$ cat src/rtl/mem_stage_pkg.sv
// Shared widths and the store-buffer entry layout for the MEM stage.
package mem_stage_pkg;
  localparam int AW_DEF    = 8;
  localparam int DW_DEF    = 16;
  localparam int RW_DEF    = 3;
  localparam int DEPTH_DEF = 4;

  typedef struct packed {
    logic [AW_DEF-1:0] addr;
    logic [DW_DEF-1:0] data;
  } sb_entry_t;
endpackage

$ cat src/rtl/store_buffer_fifo.sv
// In-order store buffer: circular FIFO plus a parallel address lookup that
// returns the youngest matching entry.
module store_buffer_fifo
  import mem_stage_pkg::*;
#(
  parameter int DEPTH = DEPTH_DEF
) (
  input  logic              clk,
  input  logic              rst,
  input  logic              push,
  input  sb_entry_t         push_entry,
  input  logic              pop,
  output sb_entry_t         head,
  output logic              full,
  output logic              empty,
  input  logic [AW_DEF-1:0] lookup_addr,
  output logic              match,
  output logic [DW_DEF-1:0] match_data
);
  localparam int PW = $clog2(DEPTH);
  localparam int CW = PW + 1;

  sb_entry_t         entries [DEPTH];
  logic [PW-1:0]     head_ptr;
  logic [PW-1:0]     tail_ptr;
  logic [CW-1:0]     count;

  // Payload storage carries no reset; count alone decides which slots are live.
  always_ff @(posedge clk) begin
    if (push) entries[tail_ptr] <= push_entry;
  end

  always_ff @(posedge clk or posedge rst) begin
    if (rst) begin
      head_ptr <= '0;
      tail_ptr <= '0;
      count    <= '0;
    end else begin
      if (push) tail_ptr <= tail_ptr + PW'(1);
      if (pop)  head_ptr <= head_ptr + PW'(1);
      case ({push, pop})
        2'b10:   count <= count + CW'(1);
        2'b01:   count <= count - CW'(1);
        default: count <= count;
      endcase
    end
  end

  assign full  = (count == CW'(DEPTH));
  assign empty = (count == '0);
  assign head  = entries[head_ptr];

  // Scan oldest to youngest so the last match (closest to the tail) wins.
  always_comb begin
    logic [PW-1:0] idx;
    match      = 1'b0;
    match_data = '0;
    idx        = '0;
    for (int i = 0; i < DEPTH; i++) begin
      idx = head_ptr + PW'(i);
      if ((CW'(i) < count) && (entries[idx].addr == lookup_addr)) begin
        match      = 1'b1;
        match_data = entries[idx].data;
      end
    end
  end
endmodule

$ cat src/rtl/mem_stage_store_buffer.sv
// MEM stage: buffers stores, forwards them to loads, arbitrates the single
// data-memory port and registers the MEM/WB results.
module mem_stage_store_buffer
  import mem_stage_pkg::*;
#(
  parameter int DEPTH = DEPTH_DEF,
  // AW/DW must equal the widths baked into sb_entry_t.
  parameter int AW    = AW_DEF,
  parameter int DW    = DW_DEF,
  parameter int RW    = RW_DEF
) (
  input  logic          clk,
  input  logic          rst,
  input  logic          in_valid,
  input  logic          in_mem_read,
  input  logic          in_mem_write,
  input  logic [AW-1:0] in_addr,
  input  logic [DW-1:0] in_wdata,
  input  logic [DW-1:0] in_alu_result,
  input  logic [RW-1:0] in_dest,
  input  logic          in_reg_write,
  output logic          stall,
  output logic [AW-1:0] mem_addr,
  output logic [DW-1:0] mem_wdata,
  output logic          mem_w_en,
  input  logic [DW-1:0] mem_rdata,
  output logic          wb_valid,
  output logic [DW-1:0] wb_data,
  output logic [RW-1:0] wb_dest,
  output logic          wb_reg_write,
  output logic          sb_empty
);
  logic          is_load;
  logic          is_store;
  logic          push;
  logic          drain;
  logic          miss;
  logic          hit;
  logic          match;
  logic          full;
  logic          empty;
  logic [DW-1:0] match_data;
  logic [DW-1:0] load_data;
  sb_entry_t     head;
  sb_entry_t     push_entry;

  // Handshake: the MEM instruction is consumed at the rising edge when
  // in_valid & ~stall; while stall is high upstream holds every in_* input.
  assign is_load    = in_valid & in_mem_read;
  assign is_store   = in_valid & in_mem_write;
  assign stall      = is_store & full;
  assign push       = is_store & ~full;
  assign hit        = is_load & match;
  assign miss       = is_load & ~match;
  assign drain      = ~miss & ~empty;
  assign push_entry = '{addr: in_addr, data: in_wdata};
  assign load_data  = hit ? match_data : mem_rdata;
  assign sb_empty   = empty;

  store_buffer_fifo #(.DEPTH(DEPTH)) u_fifo (
    .clk         (clk),
    .rst         (rst),
    .push        (push),
    .push_entry  (push_entry),
    .pop         (drain),
    .head        (head),
    .full        (full),
    .empty       (empty),
    .lookup_addr (in_addr),
    .match       (match),
    .match_data  (match_data)
  );

  // A missing load owns the port; otherwise the head drains whenever present.
  always_comb begin
    mem_addr  = in_addr;
    mem_wdata = '0;
    mem_w_en  = 1'b0;
    if (drain) begin
      mem_addr  = head.addr;
      mem_wdata = head.data;
      mem_w_en  = 1'b1;
    end
  end

  always_ff @(posedge clk or posedge rst) begin
    if (rst) begin
      wb_valid     <= 1'b0;
      wb_data      <= '0;
      wb_dest      <= '0;
      wb_reg_write <= 1'b0;
    end else begin
      wb_valid     <= in_valid & ~stall;
      wb_data      <= in_mem_read ? load_data : in_alu_result;
      wb_dest      <= in_dest;
      wb_reg_write <= in_valid & ~stall & in_reg_write & ~in_mem_write;
    end
  end
endmodule

$ cat config.mk
export PLATFORM = sky130hd
export DESIGN_NAME = mem_stage_store_buffer
export DESIGN_NICKNAME = d
export VERILOG_FILES = /design/src/rtl/mem_stage_pkg.sv /design/src/rtl/store_buffer_fifo.sv /design/src/rtl/mem_stage_store_buffer.sv
export SDC_FILE = /design/constraint.sdc
export NUM_CORES = 1
export LEC_CHECK = 0
export ABC_AREA = 0
export ABC_CLOCK_PERIOD_IN_PS = 4300
export BUFFER_PORTS_ARGS = -buffer_cell sky130_fd_sc_hd__buf_4
export CORE_ASPECT_RATIO = 1.2
export CORE_UTILIZATION = 45
export CTS_CLUSTER_SIZE = 20
export DETAILED_ROUTE_END_ITERATION = 7
export PLACE_DENSITY = 0.71
export REMOVE_ABC_BUFFERS = 1
export SLEW_MARGIN = 5
export SYNTH_ARGS = -nofsm -noshare
export SYNTH_HDL_FRONTEND = slang
export SYNTH_SLANG_ARGS = --single-unit
$ cat constraint.sdc
create_clock -name clk -period 4.3 [get_ports clk]
set_input_delay 0.645 -clock clk [delete_from_list [all_inputs] [get_ports clk]]
set_output_delay 0.645 -clock clk [all_outputs]
set_load 0.05 [all_outputs]
==> results.yml <==
run_status:
  status: "complete, no violations"
place:
  hpwlAfterDp_um: 12500
  place_area_um2: 8390
  globalplace.congestion: 0.880
  post-place-cells: 960
  io_buffers: 112
layout:
  final_layout_size_suffix_gt1_share_pct: 28.6
  syn2layout_area_growth_pct: 21.5
  nets: 845
  fillers: 1357
  final_cells: 996
  antenna_cells: 0
  final_area_um2: 9010
detailed_routing:
  drtPass1Iterations: 5
  vias_per_cell: 5.81
  vias: 5782
  remaining_drc_errors: 0
  drt_iter0_markers: 399
  ant_nets: 0
  wirelength_um: 19100
  drt-wirelength-per-cell_um: 19.1
die:
  core_area_um2: 16100
  dieArea_um2: 17000
  initial_core_util_pct: 45.9
  io_pins: 113
  die_height_um: 143
  rows: 51
  die_w_um: 119
job:
  cap_violations: 0
worst_setup_path:
  criticalPathCategory: "register to output pin"
  worstSetupStartpointType: "register"
  cp_num_buf_inv: 3
  arrival_ns: 3.46
  cpPeakStageDelay_ns: 0.56
  crit_chain: "buf_4, mux2i_1, xnor2_1, or3_1, a211o_1, a2bb2o_1, nor3b_2, a21o_4, buf_4, nor2b_1, buf_4"
  crit_top_cell: "buf_4"
  endpoint_kind: "output pin"
  crit_family: "compound AO/OA/AOI/OAI gates"
  crit_slowest_cell: "dfrtp_4"
  cp_data_required_time_ns: 3.65
  cp_max_fo: 15
cts:
  cts.sinks: 124
  htree_levels: 4
  clock-root-buffer: "clkbuf_16"
  cts_buffer_depth: 2
  clk_pin_slew_ns: 0.05
  insertion_delay_ns: 0.43
  cts_tree: "built"
  cts_hold_buf: 0
  numCtsBuffers: 17
timing:
  final_max_slew_viol_count: 0
  hold_viol_final: 0
  min_period_ns: 4.11
  fmax_mhz: 243
  tightest_slew_ns: 0.874
  fin_crit_sh_pct: 95.6
  final.setup_skew_ns: 0.0105
  setup_viol: 0
  rsz0062_at_grt: "false"
  slew_headroom_pct: 41.7
global_route:
  grt_pass1_wl_um: 29500
  grt_max_degree: 72
  grt_pass1_vias: 5882
  track_usage_pct: 23.1
  antenna_found_initial: 0
  overflow: 0
synth:
  synth_common_cells: "edfxtp_1 (96), mux2i_1 (83), nor2_1 (64)"
  yosysWarnings: 0
  synth_largest_type_area_fraction_pct: 38.9
  synthArstFlopShare_pct: 22.6
  synth_ff_type: "edfxtp_1"
  ys_seq_area_share_pct: 48.3
  synth_edf_count: 96
  synthMostInstantiatedCell: "edfxtp_1"
  syn_area_per_cell_um2: 11.0
  synth_cell_type_count: 46
  netlist_area_um2: 7410
  ys_top_cells_by_area: "edfxtp_1 (39%), mux2i_1 (11%), dfrtp_1 (9.5%)"
  netlist_instances: 673
  ys_seq_elements: 124
  synth_top_cell_by_area: "edfxtp_1"
hold_path:
  hold_class: "input port to async pin"
power_and_ir_drop:
  vdd_drop_max_uv: 383
  power.density_nw_per_um2: 682
  leakagePower_nw: 3.55
-- worst register-to-register path, cell delays in order (launching register included) --
cell	delay [ns]
dfrtp_4	0.56
buf_4	0.18
mux2i_1	0.24
xnor2_1	0.12
or3_1	0.36
a211o_1	0.32
a2bb2o_1	0.29
nor3b_2	0.07
buf_4	0.24
nor2_2	0.70
o32ai_1	0.24
-- per-stage QoR --
step	power (W)	util (%)	hold slack [ns]	setup WS [ns]	setup TNS, ns
after floorplan	0.00402	-	0.514	-3.17	-117.78
after global placement	0.00464	52.0	0.525	0.432	0
after detailed placement	0.00474	52.0	0.534	0.266	0
after CTS	0.00613	55.7	0.0909	0.105	0
after global routing	0.00645	55.8	0.121	0.00225	0
final	0.00614	55.8	0.103	0.190	0
-- final cells by class --
type	instances	area, um^2	area share [%]
repair buffers	134	1040	11.5
flip-flops and latches	124	3590	39.9
multi-input cells	483	3530	39.2
well taps	212	265	2.95
clock inverters	14	105	1.17
clock buffers	18	429	4.77
inverters	11	43.8	0.486
-- final timing paths --
check / start / to / slack (ns) / cells past startpoint
min in group clk: in_dest[0] / wb_dest[0] / 0.33 / 1
min reg2reg: u_fifo.count[0] / u_fifo.count[0] / 0.59 / 1
max: u_fifo.head_ptr[1] / mem_wdata[8] / 0.19 / 11
max reg2reg: u_fifo.head_ptr[1] / wb_data[1] / 0.81 / 10
max in group asynchronous: rst / u_fifo.head_ptr[1] / 3.58 / 3
min: rst / wb_dest[0] / 0.10 / 2
-- report_power, final --
group / leakage [nW] / total, W / internal (W) / switching [W]
Clock: 0.245 / 0.00130 / 0.000778 / 0.000517
Combinational: 2.10 / 0.00324 / 0.00125 / 0.00198
Sequential: 1.20 / 0.00161 / 0.00146 / 0.000149
-- repair_timing --
item	in CTS	in global routing
setup endpoints to repair	24	14
resized for setup	2	3
buffers inserted	4	0
-- cell families after synthesis --
group,share of synthesized area (%)
AO/OA/AOI/OAI,12.1
XOR/XNOR,4.96
adder cells (fa/ha/maj),1.52
buffers and inverters,4.29
flip-flops,48.3
multiplexers,19.9
AND/OR/NAND/NOR,8.89
-- metal layers --
layer / up-vias / track usage, % / routed length (um)
met5: - / 0 / 0
met4: 0 / 12.6 / 567
met3: 56 / 4.49 / 1160
met2: 256 / 41.4 / 10100
met1: 2816 / 25.6 / 7240
li1: 2654 / - / -
-- registers in the layout, indices dropped and copies added (netlist names) --
register         cells
u_fifo.entries      96
wb_data             16
u_fifo.count         3
wb_dest              3
u_fifo.head_ptr      2
u_fifo.tail_ptr      2
wb_reg_write         1
wb_valid             1
-- placed cells by master (no fill, tap or decap), types with 2 or more instances in the layout --
cell type | Yosys | routed
a211o_1 | 2 | 2
a211oi_1 | 18 | 18
a21oi_1 | 53 | 53
and2_1 | 5 | 5
buf_4 | 0 | 132
clkbuf_16 | 0 | 17
clkinv_1 | 0 | 5
clkinv_2 | 0 | 2
clkinvlp_4 | 0 | 5
dfrtp_1 | 28 | 26
dfrtp_4 | 0 | 2
edfxtp_1 | 96 | 96
ha_1 | 9 | 9
inv_1 | 11 | 10
mux2_2 | 44 | 44
mux2_4 | 3 | 3
mux2i_1 | 83 | 82
mux2i_2 | 2 | 3
mux4_2 | 3 | 3
nand2_1 | 35 | 35
nand3_1 | 4 | 4
nand4_1 | 3 | 3
nor2_1 | 64 | 64
nor2b_1 | 18 | 18
nor3_1 | 7 | 7
o21ai_0 | 54 | 54
o32ai_1 | 15 | 15
or3_1 | 2 | 2
xnor2_1 | 30 | 30
xor2_1 | 12 | 12
Note: power is estimated with default switching activity, not from simulation.
